[src/rtl/mem_req_arbiter_if.sv]
// Shared address/MESI types and the request/response/memory bundle between
// the cache controllers, the arbiter and MainMemory.
package mem_req_arbiter_pkg;
   typedef struct packed {
      logic [3:0] Page_reference;
      logic [7:0] Address_code;
   } Taddress;

   typedef logic [1:0] Tmesi_state;
endpackage

interface mem_req_arbiter_if
   import mem_req_arbiter_pkg::*;
#(
   parameter int NUM_REQ = 2
) ();
   logic [NUM_REQ-1:0]        req_valid;
   logic [NUM_REQ-1:0]        req_we;
   Taddress                   req_addr [NUM_REQ];
   logic [NUM_REQ-1:0][63:0]  req_wdata;
   Tmesi_state                req_mesi [NUM_REQ];

   logic [NUM_REQ-1:0]        resp_valid;
   logic                      resp_err;
   logic [63:0]               resp_rdata;
   Tmesi_state                resp_mesi;

   Taddress                   mem_addr;
   logic [63:0]               mem_wdata;
   logic                      mem_we;
   Tmesi_state                mem_mesi_in;
   logic [63:0]               mem_rdata;
   Tmesi_state                mem_mesi_out;

   // Arbiter side.
   modport slave (
      input  req_valid, req_we, req_addr, req_wdata, req_mesi,
      input  mem_rdata, mem_mesi_out,
      output resp_valid, resp_err, resp_rdata, resp_mesi,
      output mem_addr, mem_wdata, mem_we, mem_mesi_in
   );

   // Requesters plus memory side.
   modport master (
      output req_valid, req_we, req_addr, req_wdata, req_mesi,
      output mem_rdata, mem_mesi_out,
      input  resp_valid, resp_err, resp_rdata, resp_mesi,
      input  mem_addr, mem_wdata, mem_we, mem_mesi_in
   );
endinterface

[src/rtl/mem_req_arbiter.sv]
// Round-robin arbiter/sequencer in front of MainMemory: IDLE -> ISSUE -> RESP,
// one transaction in flight, out-of-range pages answered with an error.
module mem_req_arbiter
   import mem_req_arbiter_pkg::*;
#(
   parameter int NUM_REQ   = 2,
   parameter int NUM_PAGES = 2
) (
   input  logic             clk,
   input  logic             reset,
   mem_req_arbiter_if.slave bus
);
   localparam int IW = (NUM_REQ > 1) ? $clog2(NUM_REQ) : 1;

   localparam logic [1:0] IDLE  = 2'd0;
   localparam logic [1:0] ISSUE = 2'd1;
   localparam logic [1:0] RESP  = 2'd2;

   logic [1:0]    state;
   logic [IW-1:0] last_gnt;
   logic [IW-1:0] idx;
   logic          lat_we;
   logic          rd_pass;

   logic          found;
   logic [IW-1:0] win;
   logic [IW-1:0] cand_idx;
   int            cand;
   logic          win_err;

   // Search starts just after the previous winner, so a loser is served next.
   always_comb begin
      found    = 1'b0;
      win      = '0;
      cand     = 0;
      cand_idx = '0;
      for (int i = 1; i <= NUM_REQ; i++) begin
         cand = int'(last_gnt) + i;
         if (cand >= NUM_REQ) begin
            cand = cand - NUM_REQ;
         end
         cand_idx = IW'(cand);
         if (!found && bus.req_valid[cand_idx]) begin
            found = 1'b1;
            win   = cand_idx;
         end
      end
   end

   assign win_err = !(int'(bus.req_addr[win].Page_reference) < NUM_PAGES);

   always_ff @(posedge clk or negedge reset) begin
      if (!reset) begin
         state           <= IDLE;
         last_gnt        <= IW'(NUM_REQ - 1);
         idx             <= '0;
         lat_we          <= 1'b0;
         rd_pass         <= 1'b0;
         bus.resp_valid  <= '0;
         bus.resp_err    <= 1'b0;
         bus.mem_addr    <= '0;
         bus.mem_wdata   <= '0;
         bus.mem_we      <= 1'b0;
         bus.mem_mesi_in <= '0;
      end else begin
         bus.mem_we     <= 1'b0;
         bus.resp_valid <= '0;
         bus.resp_err   <= 1'b0;
         rd_pass        <= 1'b0;
         case (state)
            IDLE: begin
               if (found) begin
                  idx      <= win;
                  last_gnt <= win;
                  lat_we   <= bus.req_we[win];
                  if (win_err) begin
                     state          <= RESP;
                     bus.resp_valid <= NUM_REQ'(1) << win;
                     bus.resp_err   <= 1'b1;
                  end else begin
                     state           <= ISSUE;
                     bus.mem_addr    <= bus.req_addr[win];
                     bus.mem_wdata   <= bus.req_wdata[win];
                     bus.mem_mesi_in <= bus.req_mesi[win];
                     bus.mem_we      <= bus.req_we[win];
                  end
               end
            end
            ISSUE: begin
               state          <= RESP;
               bus.resp_valid <= NUM_REQ'(1) << idx;
               rd_pass        <= !lat_we;
            end
            RESP: begin
               state <= IDLE;
            end
            default: begin
               state <= IDLE;
            end
         endcase
      end
   end

   // Memory registers its read on the edge that enters RESP, so read data is
   // gated through from that register rather than re-registered here.
   assign bus.resp_rdata = rd_pass ? bus.mem_rdata    : '0;
   assign bus.resp_mesi  = rd_pass ? bus.mem_mesi_out : '0;

endmodule
[src/flat_wrapper.sv]
// flat-port wrapper written by rule: the top's interface ports become plain ports
module mem_req_arbiter_flat import mem_req_arbiter_pkg::*;
#(
   parameter int NUM_REQ   = 2,
   parameter int NUM_PAGES = 2
)
  (clk, reset, bus_req_valid, bus_req_we, bus_req_addr, bus_req_wdata, bus_req_mesi, bus_mem_rdata, bus_mem_mesi_out, bus_resp_valid, bus_resp_err, bus_resp_rdata, bus_resp_mesi, bus_mem_addr, bus_mem_wdata, bus_mem_we, bus_mem_mesi_in);
  mem_req_arbiter_if #(.NUM_REQ(NUM_REQ)) bus_i ();
  input  logic clk;
  input  logic reset;
  input wire logic [$bits(bus_i.req_valid)-1:0] bus_req_valid;
  input wire logic [$bits(bus_i.req_we)-1:0] bus_req_we;
  input wire logic [$bits(bus_i.req_addr)-1:0] bus_req_addr;
  input wire logic [$bits(bus_i.req_wdata)-1:0] bus_req_wdata;
  input wire logic [$bits(bus_i.req_mesi)-1:0] bus_req_mesi;
  input wire logic [$bits(bus_i.mem_rdata)-1:0] bus_mem_rdata;
  input wire logic [$bits(bus_i.mem_mesi_out)-1:0] bus_mem_mesi_out;
  output wire logic [$bits(bus_i.resp_valid)-1:0] bus_resp_valid;
  output wire logic [$bits(bus_i.resp_err)-1:0] bus_resp_err;
  output wire logic [$bits(bus_i.resp_rdata)-1:0] bus_resp_rdata;
  output wire logic [$bits(bus_i.resp_mesi)-1:0] bus_resp_mesi;
  output wire logic [$bits(bus_i.mem_addr)-1:0] bus_mem_addr;
  output wire logic [$bits(bus_i.mem_wdata)-1:0] bus_mem_wdata;
  output wire logic [$bits(bus_i.mem_we)-1:0] bus_mem_we;
  output wire logic [$bits(bus_i.mem_mesi_in)-1:0] bus_mem_mesi_in;
  assign bus_i.req_valid = bus_req_valid;
  assign bus_i.req_we = bus_req_we;
  assign bus_i.req_addr = {>>{bus_req_addr}};
  assign bus_i.req_wdata = bus_req_wdata;
  assign bus_i.req_mesi = {>>{bus_req_mesi}};
  assign bus_i.mem_rdata = bus_mem_rdata;
  assign bus_i.mem_mesi_out = bus_mem_mesi_out;
  assign bus_resp_valid = bus_i.resp_valid;
  assign bus_resp_err = bus_i.resp_err;
  assign bus_resp_rdata = bus_i.resp_rdata;
  assign bus_resp_mesi = bus_i.resp_mesi;
  assign bus_mem_addr = bus_i.mem_addr;
  assign bus_mem_wdata = bus_i.mem_wdata;
  assign bus_mem_we = bus_i.mem_we;
  assign bus_mem_mesi_in = bus_i.mem_mesi_in;
  mem_req_arbiter #(.NUM_REQ(NUM_REQ), .NUM_PAGES(NUM_PAGES)) u_core (.clk(clk), .reset(reset), .bus(bus_i));
endmodule
[config.mk]
export PLATFORM = sky130hd
export DESIGN_NAME = mem_req_arbiter_flat
export DESIGN_NICKNAME = d
export VERILOG_FILES = /design/src/rtl/mem_req_arbiter_if.sv /design/src/rtl/mem_req_arbiter.sv /design/src/flat_wrapper.sv
export SDC_FILE = /design/constraint.sdc
export NUM_CORES = 1
export LEC_CHECK = 0
export ABC_AREA = 0
export BUFFER_PORTS_ARGS = -buffer_cell sky130_fd_sc_hd__buf_2
export CORE_AREA = 2 2 145 147
export DETAILED_ROUTE_END_ITERATION = 16
export DIE_AREA = 0 0 147 149
export PLACE_DENSITY = 0.61
export SLEW_MARGIN = 20
export SYNTH_ARGS = -nofsm -noshare
export SYNTH_HDL_FRONTEND = slang
export SYNTH_SLANG_ARGS = --single-unit
[constraint.sdc]
create_clock -name clk -period 2 [get_ports clk]
set_input_delay 0.2 -clock clk [delete_from_list [all_inputs] [get_ports clk]]
set_output_delay 0.2 -clock clk [all_outputs]
set_load 0.005 [all_outputs]
[After elaboration in Yosys (flattened, before gate mapping)]
Index checks and enable logic that the tools add are counted.
Word-level totals
  bits in latches: 0
  memories: 0
  memory bits (writable): 0
  bits in read-only memories: 0
  output and inout port bits: 148
  input port bits: 228
  logic and storage cells: 69
  flip-flop bits (word level): 88
Cells by class
  mux-type cells: 35
  add/sub/neg operators: 4
  divide/modulo/power cells: 0
  reduce and logical (&&, ||, !) cells: 6
  equal/unequal tests: 2
  order comparisons: 7
  shifts and indexed selects: 2
  $mul: 0
  bitwise logic cells: 1
Operators with widths (count)
  $mux W64: 3
  $mux W12: 3
  $mux W1: 19
  $mux W2: 8
  $pmux W2 S2: 2
  $lt A1 B2 Y1 const B: 3
  $ge A2 B2 Y1 const B: 2
  $lt A4 B2 Y1 const B: 1
  $shl A1 B1 Y2 const A: 2
  $add A1 B2 Y3 const B: 1
  $ge A3 B2 Y1 const B: 1
  $reduce_and A3 Y1: 1
  $add A1 B1 Y2 const B: 1
  $eq A2 B1 Y1 const B: 1
  $logic_not A1 Y1: 2
  $logic_not A2 Y1: 1
  $ne A2 B1 Y1 const B: 1
  $not A1 Y2: 1
  $reduce_and A2 Y1: 1
  $sub A1 B1 Y1 const B: 2
  $logic_and A1 B1 Y1: 1

[Longest topological paths before layout]
  word-level depth: 17
  mapped depth: 6
  depth with buffers taken out: 4

[Worst setup path before layout]
Ideal clock, no wire load.
  kind: reg2reg
  start: register u_core.last_gnt
  end: register u_core.bus.mem_wdata[13]
  setup time: 0.127 ns
  path buffers: 2
  stages on the path, launching flop included: 6
  clock period less this slack: 1.813 ns
  required time: 1.873 ns
  arrival: 1.685 ns
  slack: 0.187 ns
  cells stage by stage: dfstp_2 a21boi_2 buf_2 buf_2 mux2_2 mux2_1
Between the ends
  cells in the longest elaborated chain, start to end: 15
  elaborated cells on any way between the ends: 26
  classes of those cells: add/sub (4); order compare (3); mux (15); bitwise (1); reduce/logical (3)
Ends and longest elaborated chain
  start, declared: line mem_req_arbiter.sv:20  | logic [IW-1:0] last_gnt;
  start signal, assigned: line mem_req_arbiter.sv:55  | last_gnt <= IW'(NUM_REQ - 1);
  start signal, assigned: line mem_req_arbiter.sv:74  | last_gnt <= win;
  branches (longest 15 deep; another with $lt A4 B2 Y1)
  end signal, assigned: line mem_req_arbiter.sv:83  | bus.mem_wdata <= bus.req_wdata[win];
  end, declared: line mem_req_arbiter_if.sv:40  | output mem_addr, mem_wdata, mem_we, mem_mesi_in
Parallel ways; which one is timed is not known. The select of a mux whose other input is x is not followed.
A chain may end at the register's enable or synchronous reset.

[Worst setup path after layout]
  start: register u_core.last_gnt
  end: register u_core.bus.mem_wdata[43]
Same word-level chain as after synthesis.

==> results.md <==
- Hold Crit Start: bus_req_we[0]
- Io pins: 376
- Critical path class: register to register
- Clk root buf: clkbuf_16
- Top area cells in the synthesized netlist: dfrtp_1, mux2_2, and2_1, mux2_1, buf_2
- Core area: 20600 sq um
- FF+latch count, synth: 88
- DRT antenna net count: 0
- RSZ-0062 raised after global routing: false
- Wire length per cell: between 15 and 20 um
- Startpoint types: register
- # H-tree levels: 3
- Post-CTS setup buffers: 0
- Cts hold-fix bufs: 1
- P_leak: ~3.7 nW
- # Max-Cap Violations: 0
- Antenna fix cells: 0
- Final critical-path required period: between 1.5 and 2 ns
- Final instance area: between 7000 and 8000 sq um
- Syn Nets: 586
- Slew margin rel.: about 66%
- Vias per inst: 4.11
- Multi-input logic area: 2290 sq um
- Hold path endpoint: u_core.bus.mem_we
- Max frequency: 0.555 GHz
- Die height: 149 um
- Unique masters post-synth: 24
- Final slew viol count: 0
- FF+latch area: 2200 sq um
- R2R depth: 5
- Overflow after GRT: 0
- CP endpoint kind: register
- Via count: 4156
- Worst Max-Slew Pin Slew: 0.513 ns
- Clock buffer depth: 2
- Avg Cell Area, Syn: 12.8 sq um
- DR iter-0 viols: 97
- First drt pass iteration count: 4
- Hold WC Path Type: input pin to register
- Num CTS Buffers: 9
- Worst-case vdd ir drop: ~450 uV
- Critical Path RT: about 2.2 ns
- Hold path depth: 3
- Dpl cells: 994
- Fill count: 2077
- Initial antenna violation count: 0
- Sequential-to-total area share from yosys stat: 48.0%
- Die area: 21900 sq um
- Clock Skew: 0.00693 ns
- Number of global-route vias before repair: 4277
- Worst R2R Start: u_core.last_gnt
- Post-Synth Adder-Cell Area: 0%
- DP Wirelength: 12.7 mm
- Clk slew on worst S/H paths: roughly 0.070 ns
- Gr usage total: 13.7%
- Placement Rows: 53
- Largest family of logic cells by synthesized area: multiplexers
- First-pass GRT wire length: 23.1 mm
- Fin cells: between 1000 and 1500
- Post-Synth XOR/XNOR Area: 0%
- CP max FO: 42
- Post-place setup slack: approximately 0.14 ns
- Die width: 147 um
- Pwr/cell area: ~1000 nW/um^2
- Gp weighted congestion: 0.909
- Initial Util: 22.3%
- Clk sink count: 88
- Placed Area: 6850 sq um
- Post-synthesis simple-gate area fraction: ~11%
- Share of cells above drive strength 1: 74.3%
- Post-Syn Area: 4590 sq um
- Mux contribution to synthesized area: 37.2%
- Post-synth top area share: 47.4%
- # nets final: approximately 960
- Compound-Gate Fraction of Synth Area: under 10%
- Final WS setup: slightly below 0.2 ns
- Final routed DRC violation total: 0
- Drt total wl: about 16 mm
- Worst EP arrival: 2.03 ns
- Reg2reg setup slack: 0.20 ns
- Post_cts resized: 0
- Pin count of the biggest net entering global routing: 67
- Syn Inst Count: 358
- RR Endpoint: u_core.bus.mem_wdata[43]
- Final Hold Vio Count: 0
- Worst skew pair latency: 0.34 ns
- Syn-to-layout area delta: 55.7%
- Finish-stage setup viols: 0
- Port bufs: between 300 and 400
- Period utilisation layout: 90.1%
- CTS tree: built
- Synth area leader: dfrtp_1
- Warnings, synthesis: 0
- Sum Neg Setup Slack: 0 ns
- Outcome: finished, final reports clean
## Yosys cell counts
cell type and instances:
mux2_2 144, nor2_1 3, or3_1 1, nor2_2 1
a21boi_2 1, inv_1 1, nor2b_1 4, o21ai_0 2
buf_2 9, o32a_1 1, nor3_1 3, a21oi_1 3
clkbuf_1 12, and2_1 66, mux2i_1 2, mux2_1 6
nand3_1 2, a21o_1 2, dfrtp_1 87, buf_4 1
nand2_1 4, buf_6 1, dfstp_2 1, o21ai_1 1
## critical path, cell delays in order, from the launching register on
cell and delay (ns):
dfstp_2 0.57, a21boi_4 0.09, mux2i_1 0.19, nor2_4 0.19, buf_12 0.23, mux2_2 0.37
## power breakdown
| group | internal (mW) | switching [mW] | total [mW] | leakage (nW) |
|---|---|---|---|---|
| clock | 0.917 | 0.735 | 1.65 | 0.134 |
| combinational | 1.46 | 0.931 | 2.39 | 2.54 |
| sequential | 2.56 | 0.376 | 2.94 | 1.07 |
## sequential cells by signal (all words and copies together) (netlist names)
signal and cells:
u_core.state 2, u_core.bus.resp_valid 2, u_core.bus.mem_addr 12, u_core.last_gnt 1
u_core.bus.mem_mesi_in 2, u_core.bus.resp_err 1, u_core.bus.mem_wdata 64, u_core.idx 1
u_core.bus.mem_we 1, u_core.lat_we 1, u_core.rd_pass 1
## layout make-up
class                      instances  area share (%)
sequential                        88            30.8
multi-input combinational        246            32.0
tap                              275            4.81
timing repair buffer             385            28.2
clock buffer                      11            3.53
inverter                           1          0.0525
clock inverter                     5           0.560
## kinds of logic after synthesis
| kind of cell | after synthesis |
|---|---|
| AO/OA/AOI/OAI | 10 |
| buffers and inverters | 24 |
| flip-flops | 88 |
| multiplexers | 152 |
| AND/OR/NAND/NOR | 84 |
## layer usage
layer / share of wire [%] / vias to the layer above / track usage (%)
met5: 0 / - / 0
li1: - / 1988 / -
met3: 8.0 / 22 / 4.13
met1: 37 / 1938 / 14.8
met4: 3.9 / 0 / 6.54
met2: 51 / 208 / 24.6
## worst max-delay path by stage
stage	end	slack [ns]	start
after CTS	u_core.bus.mem_wdata[49]	0.20	u_core.last_gnt
final	u_core.bus.mem_wdata[43]	0.20	u_core.last_gnt
after floorplan	u_core.bus.mem_wdata[13]	0.19	u_core.last_gnt
after global placement	u_core.bus.mem_wdata[55]	0.16	bus_req_addr[11]
after detailed placement	u_core.bus.mem_mesi_in[1]	0.14	bus_req_addr[11]
after global routing	u_core.bus.mem_wdata[43]	0.12	u_core.last_gnt
## per-stage QoR
step	hold slack (ns)	utilization (%)	total power [mW]
floorplan	-0.0956	-	4.06
global placement	0.195	33.3	5.34
detailed placement	0.201	33.3	5.40
CTS	0.166	34.8	7.12
global route	0.188	34.8	7.46
finish	0.186	34.8	6.98
## placed cells by master, fill, tap and decap left out, types with 2 or more instances in the layout
cell type	n
buf_2	374
mux2_2	144
dfrtp_1	87
and2_1	66
clkbuf_16	9
mux2_1	6
buf_4	5
buf_12	5
nand2_1	4
nor2b_1	4
nor3_1	3
nor2_1	3
a21oi_1	3
clkinvlp_4	3
nand3_1	2
mux2i_1	2
o21ai_0	2
a21o_1	2
clkbuf_8	2
(Power assumes the default switching activity.)
